--- config.mk ---
export PLATFORM = sky130hd
export DESIGN_NAME = fp32_to_bf16_packer
export DESIGN_NICKNAME = d
export VERILOG_FILES = /design/src/rtl/bf16_pkg.sv /design/src/rtl/bf16_round.sv /design/src/rtl/fp32_to_bf16_packer.sv
export SDC_FILE = /design/constraint.sdc
export NUM_CORES = 1
export LEC_CHECK = 0
export ABC_AREA = 1
export CORE_ASPECT_RATIO = 2
export CORE_MARGIN = 1.5
export CORE_UTILIZATION = 37
export CTS_CLUSTER_DIAMETER = 120
export DETAILED_ROUTE_END_ITERATION = 16
export GPL_ROUTABILITY_DRIVEN = 0
export PLACE_DENSITY = 0.72
export RECOVER_POWER = 100
export SYNTH_ARGS = -nofsm -noshare
export SYNTH_HDL_FRONTEND = slang
export SYNTH_HIERARCHICAL = 1
export SYNTH_SLANG_ARGS = --single-unit
export TNS_END_PERCENT = 5
--- constraint.sdc ---
create_clock -name clk -period 4.83 [get_ports clk]
set_clock_uncertainty 0.05 [all_clocks]
set_input_delay 0.7245 -clock clk [delete_from_list [all_inputs] [get_ports clk]]
set_output_delay 0.7245 -clock clk [all_outputs]
set_load 0.01 [all_outputs]
--- src/rtl/bf16_pkg.sv ---
// Shared bf16 types and special-value encodings for the bf16 datapath.
// Used by the rounding unit, this packer and the bf16 multiplier path.
package bf16_pkg;

    typedef logic [15:0] bf16_t;
    typedef logic [31:0] fp32_t;

    localparam logic [14:0] BF16_QNAN_MAG = 15'h7FC0;
    localparam logic [14:0] BF16_INF_MAG  = 15'h7F80;

endpackage

--- src/rtl/bf16_round.sv ---
// Combinational fp32 -> bf16 round-to-nearest-even with NaN/inf handling.
// o_ovf flags a finite input that rounded up into the infinity encoding.
module bf16_round
    import bf16_pkg::*;
(
    input  fp32_t i_fp32,
    output bf16_t o_bf16,
    output logic  o_ovf
);

    logic  w_isSpecial;
    logic  w_isNan;
    logic  w_roundUp;
    bf16_t w_rounded;

    assign w_isSpecial = &i_fp32[30:23];
    assign w_isNan     = w_isSpecial && (|i_fp32[22:0]);

    // Guard is bit 15, sticky is bits 14:0, and bit 16 breaks ties toward even.
    assign w_roundUp = i_fp32[15] & ((|i_fp32[14:0]) | i_fp32[16]);
    assign w_rounded = i_fp32[31:16] + {15'd0, w_roundUp};

    always_comb begin
        o_bf16 = w_rounded;
        if (w_isNan) begin
            o_bf16 = {i_fp32[31], BF16_QNAN_MAG};
        end else if (w_isSpecial) begin
            o_bf16 = {i_fp32[31], BF16_INF_MAG};
        end
    end

    assign o_ovf = !w_isSpecial && (&w_rounded[14:7]);

endmodule

--- src/rtl/fp32_to_bf16_packer.sv ---
// Streaming fp32 -> bf16 down-converter that packs two rounded results per
// 32-bit output word and counts finite inputs that overflowed to infinity.
module fp32_to_bf16_packer
    import bf16_pkg::*;
#(
    parameter int CNT_W = 16
) (
    input  logic             clk,
    input  logic             rst,
    input  logic             in_valid,
    output logic             in_ready,
    input  logic [31:0]      in_data,
    input  logic             in_last,
    output logic             out_valid,
    input  logic             out_ready,
    output logic [31:0]      out_data,
    output logic [1:0]       out_keep,
    output logic             out_last,
    output logic [CNT_W-1:0] ovf_cnt
);

    typedef enum logic {
        LANE0 = 1'b0,
        LANE1 = 1'b1
    } lane_e;

    lane_e             r_lane;
    lane_e             w_laneNext;
    bf16_t             r_loQ;
    logic              r_outValid;
    logic [31:0]       r_outData;
    logic [1:0]        r_outKeep;
    logic              r_outLast;
    logic [CNT_W-1:0]  r_ovfCnt;

    bf16_t             w_rounded;
    logic              w_ovf;
    logic              w_xfer;
    logic              w_load;

    bf16_round u_round (
        .i_fp32 (in_data),
        .o_bf16 (w_rounded),
        .o_ovf  (w_ovf)
    );

    // A lane-0 element without in_last only touches r_loQ, so it may enter
    // while the output register is stalled; anything that loads it may not.
    assign in_ready = ((r_lane == LANE0) && !(in_last && out_valid && !out_ready))
                      || !out_valid || out_ready;
    assign w_xfer   = in_valid && in_ready;
    assign w_load   = w_xfer && ((r_lane == LANE1) || in_last);

    always_comb begin
        w_laneNext = r_lane;
        if (w_xfer) begin
            if (r_lane == LANE1) begin
                w_laneNext = LANE0;
            end else if (!in_last) begin
                w_laneNext = LANE1;
            end
        end
    end

    always_ff @(posedge clk or posedge rst) begin
        if (rst) begin
            r_lane <= LANE0;
        end else begin
            r_lane <= w_laneNext;
        end
    end

    always_ff @(posedge clk or posedge rst) begin
        if (rst) begin
            r_loQ <= '0;
        end else if (w_xfer && (r_lane == LANE0) && !in_last) begin
            r_loQ <= w_rounded;
        end
    end

    always_ff @(posedge clk or posedge rst) begin
        if (rst) begin
            r_outValid <= 1'b0;
            r_outData  <= '0;
            r_outKeep  <= '0;
            r_outLast  <= 1'b0;
        end else if (w_load) begin
            r_outValid <= 1'b1;
            if (r_lane == LANE1) begin
                r_outData <= {w_rounded, r_loQ};
                r_outKeep <= 2'b11;
                r_outLast <= in_last;
            end else begin
                r_outData <= {16'h0000, w_rounded};
                r_outKeep <= 2'b01;
                r_outLast <= 1'b1;
            end
        end else if (out_ready) begin
            r_outValid <= 1'b0;
        end
    end

    always_ff @(posedge clk or posedge rst) begin
        if (rst) begin
            r_ovfCnt <= '0;
        end else if (w_xfer && w_ovf && !(&r_ovfCnt)) begin
            r_ovfCnt <= r_ovfCnt + 1'b1;
        end
    end

    assign out_valid = r_outValid;
    assign out_data  = r_outData;
    assign out_keep  = r_outKeep;
    assign out_last  = r_outLast;
    assign ovf_cnt   = r_ovfCnt;

endmodule

==> results_dict.tcl <==
set metrics [dict create \
    worstHoldStart "out_keep[0]" \
    clkTransAtPathRegs_ns 0.05 \
    worst-r2r-setup-slack_ns 2.00 \
    worst_pin_slew_ns 1.59 \
    cp-start-kind "input pin" \
    worstHoldEndpoint "out_keep[0]" \
    yosys_register_bits 69 \
    port-buffer-count 89 \
    root_buffer "clkbuf_16" \
    critPathKind "input pin to asynchronous set/reset pin" \
    syn-num-nets 551 \
    outcome "finished with violations" \
    rr_endpoint "out_data[8]" \
    end_kind "asynchronous set/reset pin" \
    grt_pass1_vias 3619 \
    yosysWarnings 6 \
    leakagePower_nw 2.49 \
    crit_required_ns 4.96 \
    hold_class "flop to flop" \
    yosys.area.top_type_share_pct 45.6 \
    fin_tns_setup_ns 0 \
    dr.first_iter.drc_count 158 \
    h-tree-depth 3 \
    synth_seq_area_share_pct 45.6 \
    maxCapViolCount 2 \
    rsz0062_at_grt "no" \
    slew_headroom_pct -6.35 \
    post-cts-setup-buffers 0 \
    setup_viol 0 \
    cts-resized-gates 0 \
    fp-row-count 52 \
    dr_total_vias 3627 \
    period_share_pct 71.2 \
    fin_crit_ns 3.44 \
    ir_drop_mv 0.182 \
    fin_util_pct 50.1 \
    syn_area_um2 3790 \
    cts_inserted_buffers 9 \
    drive_gt1_share_pct 7.81 \
    clock-sinks 69 \
    clock_latency_ns 0.33 \
    path_max_fanout 42 \
    cts_buffer_depth 2 \
    dieArea_um2 10900 \
    grt_max_degree 52 \
    ant_nets 0 \
    insertedDiodeCount 0 \
    avgSynthCellArea_um2 7.38 \
    finalHoldViolCount 0 \
    regToRegStartpoint "r_lane" \
    grt.total_usage_pct 18.9 \
    drc 0 \
    syn_inst 513 \
    vias_per_cell 4.92 \
    min_path_cells 2 \
    ys_top_cells_by_area "dfrtp_1, nand2_1, o21ai_0" \
    reg2reg_depth 7 \
    io_pins 90 \
    synth.distinct_cells 32 \
    dieWidth_um 74.5 \
    nets 636 \
    first_pass_iters 4 \
    antenna_found_initial 0 \
    yosys.area.top_type "dfrtp_1" \
    start_util_pct 37.8 \
    ctsHoldBuffers 0 \
    wl_per_cell_um 13.0 \
    hpwl_mm 7.39 \
    grt_pass1_wl_mm 16.1 \
    violations "max-capacitance violations, max-slew violations" \
    chipHeight_um 146 \
    fmax_ghz 0.291 \
    area_delta_synth_final_pct 32.7 \
    power_density_nw_per_um2 361 \
    wl_mm 9.56 \
    critPathArrivalTime_ns 3.57 \
    tritoncts "yes" \
    timing.final.max_slew_violations 43 \
    core_um2 10000 \
    overflow 0 \
]
[cells in the final DEF (no fill, tap or decap), types with 2 or more instances in the layout]
master and count:
nor2_1 42, o21ai_0 76, nor2_4 7, nand2_1 191
nand2_4 2, dfrtp_1 69, clkdlybuf4s50_1 33, o21bai_2 2
dlygate4sd3_1 56, inv_1 50, a21oi_1 4, nand4_1 6
clkinvlp_4 3, nand3_1 15, o21ai_2 5, nand3_2 3
xor2_1 4, nand2_2 8, nor3_1 2, clkbuf_16 9
inv_2 4
[area by class of cell]
class                           instances  area (um^2)
Tap cell                              135          169
Multi-Input combinational cell        373         1730
Fill cell                            1013         5000
Clock buffer                           10          239
Timing Repair Buffer                   90          895
Sequential cell                        69         1730
Clock inverter                          5         61.3
Inverter                               55          206
[where the power goes]
group	switching [W]	internal (W)	total [W]
clock	0.000242	0.000411	0.000653
combinational	0.000213	0.000192	0.000406
sequential	0.0000674	0.000688	0.000756
total	0.000523	0.00129	0.00181
[stage by stage]
stage          total power [W]  hold slack, ns  std cells  cell area (um^2)  worst slack [ns]
2_1_floorplan         0.000963           0.398        513              3790              2.32
4_1_cts                0.00187           0.422        737              5060              1.71
3_3_place_gp           0.00120           0.397        722              4760              1.47
3_5_place_dp           0.00121           0.410        722              4760              1.37
6_report               0.00181           0.414        737              5020              1.39
5_1_grt                0.00192           0.445        737              5020             0.744
[state kept, by name, summed over array words and instances (netlist names)]
signal and flops:
out_last 1, out_data 32, out_keep 2, r_loQ 16, ovf_cnt 16, out_valid 1, r_lane 1
[kinds of logic after synthesis]
group / Yosys count / share of synthesized area, %
XOR/XNOR: 4 / 0.925
AO/OA/AOI/OAI: 89 / 13.1
flip-flops: 69 / 45.6
buffers and inverters: 71 / 7.90
AND/OR/NAND/NOR: 279 / 32.2
adder cells (fa/ha/maj): 1 / 0.330
[synthesized netlist by cell type]
master    number
a21oi_1        3
a21oi_2        1
a31oi_1        1
buf_2          4
buf_4          2
buf_6          1
buf_8          1
clkbuf_1       7
clkbuf_2       1
clkinv_1       1
dfrtp_1       69
ha_1           1
inv_1         48
inv_2          6
nand2_1      186
nand2_2       13
nand2_4        2
nand3_1       14
nand3_2        4
nand4_1        6
nor2_1        41
nor2_2         2
nor2_4         7
nor2b_1        1
nor3_1         2
nor4_1         1
o21ai_0       70
o21ai_1        3
o21ai_2        8
o21bai_1       1
o21bai_2       2
xor2_1         4
[worst max path at each step]
stage / from / end / slack (ns)
global route: rst / out_data[31] / 0.74
CTS: in_data[24] / ovf_cnt[9] / 1.71
global placement: in_data[16] / ovf_cnt[15] / 1.47
finish: rst / r_loQ[14] / 1.39
detailed placement: in_data[24] / ovf_cnt[9] / 1.37
floorplan: rst / out_data[0] / 2.32
[per-layer routing]
layer,part of all wire [%],GRT usage (%)
met1,38,20.4
met2,55,33.7
met3,4.7,3.38
met4,2.3,9.55
met5,0,0
[critical path, stage by stage]
cell and delay, ns:
dlygate4sd3_1 0.53, inv_1 1.13, clkbuf_1 1.15
(Power assumes the default switching activity.)
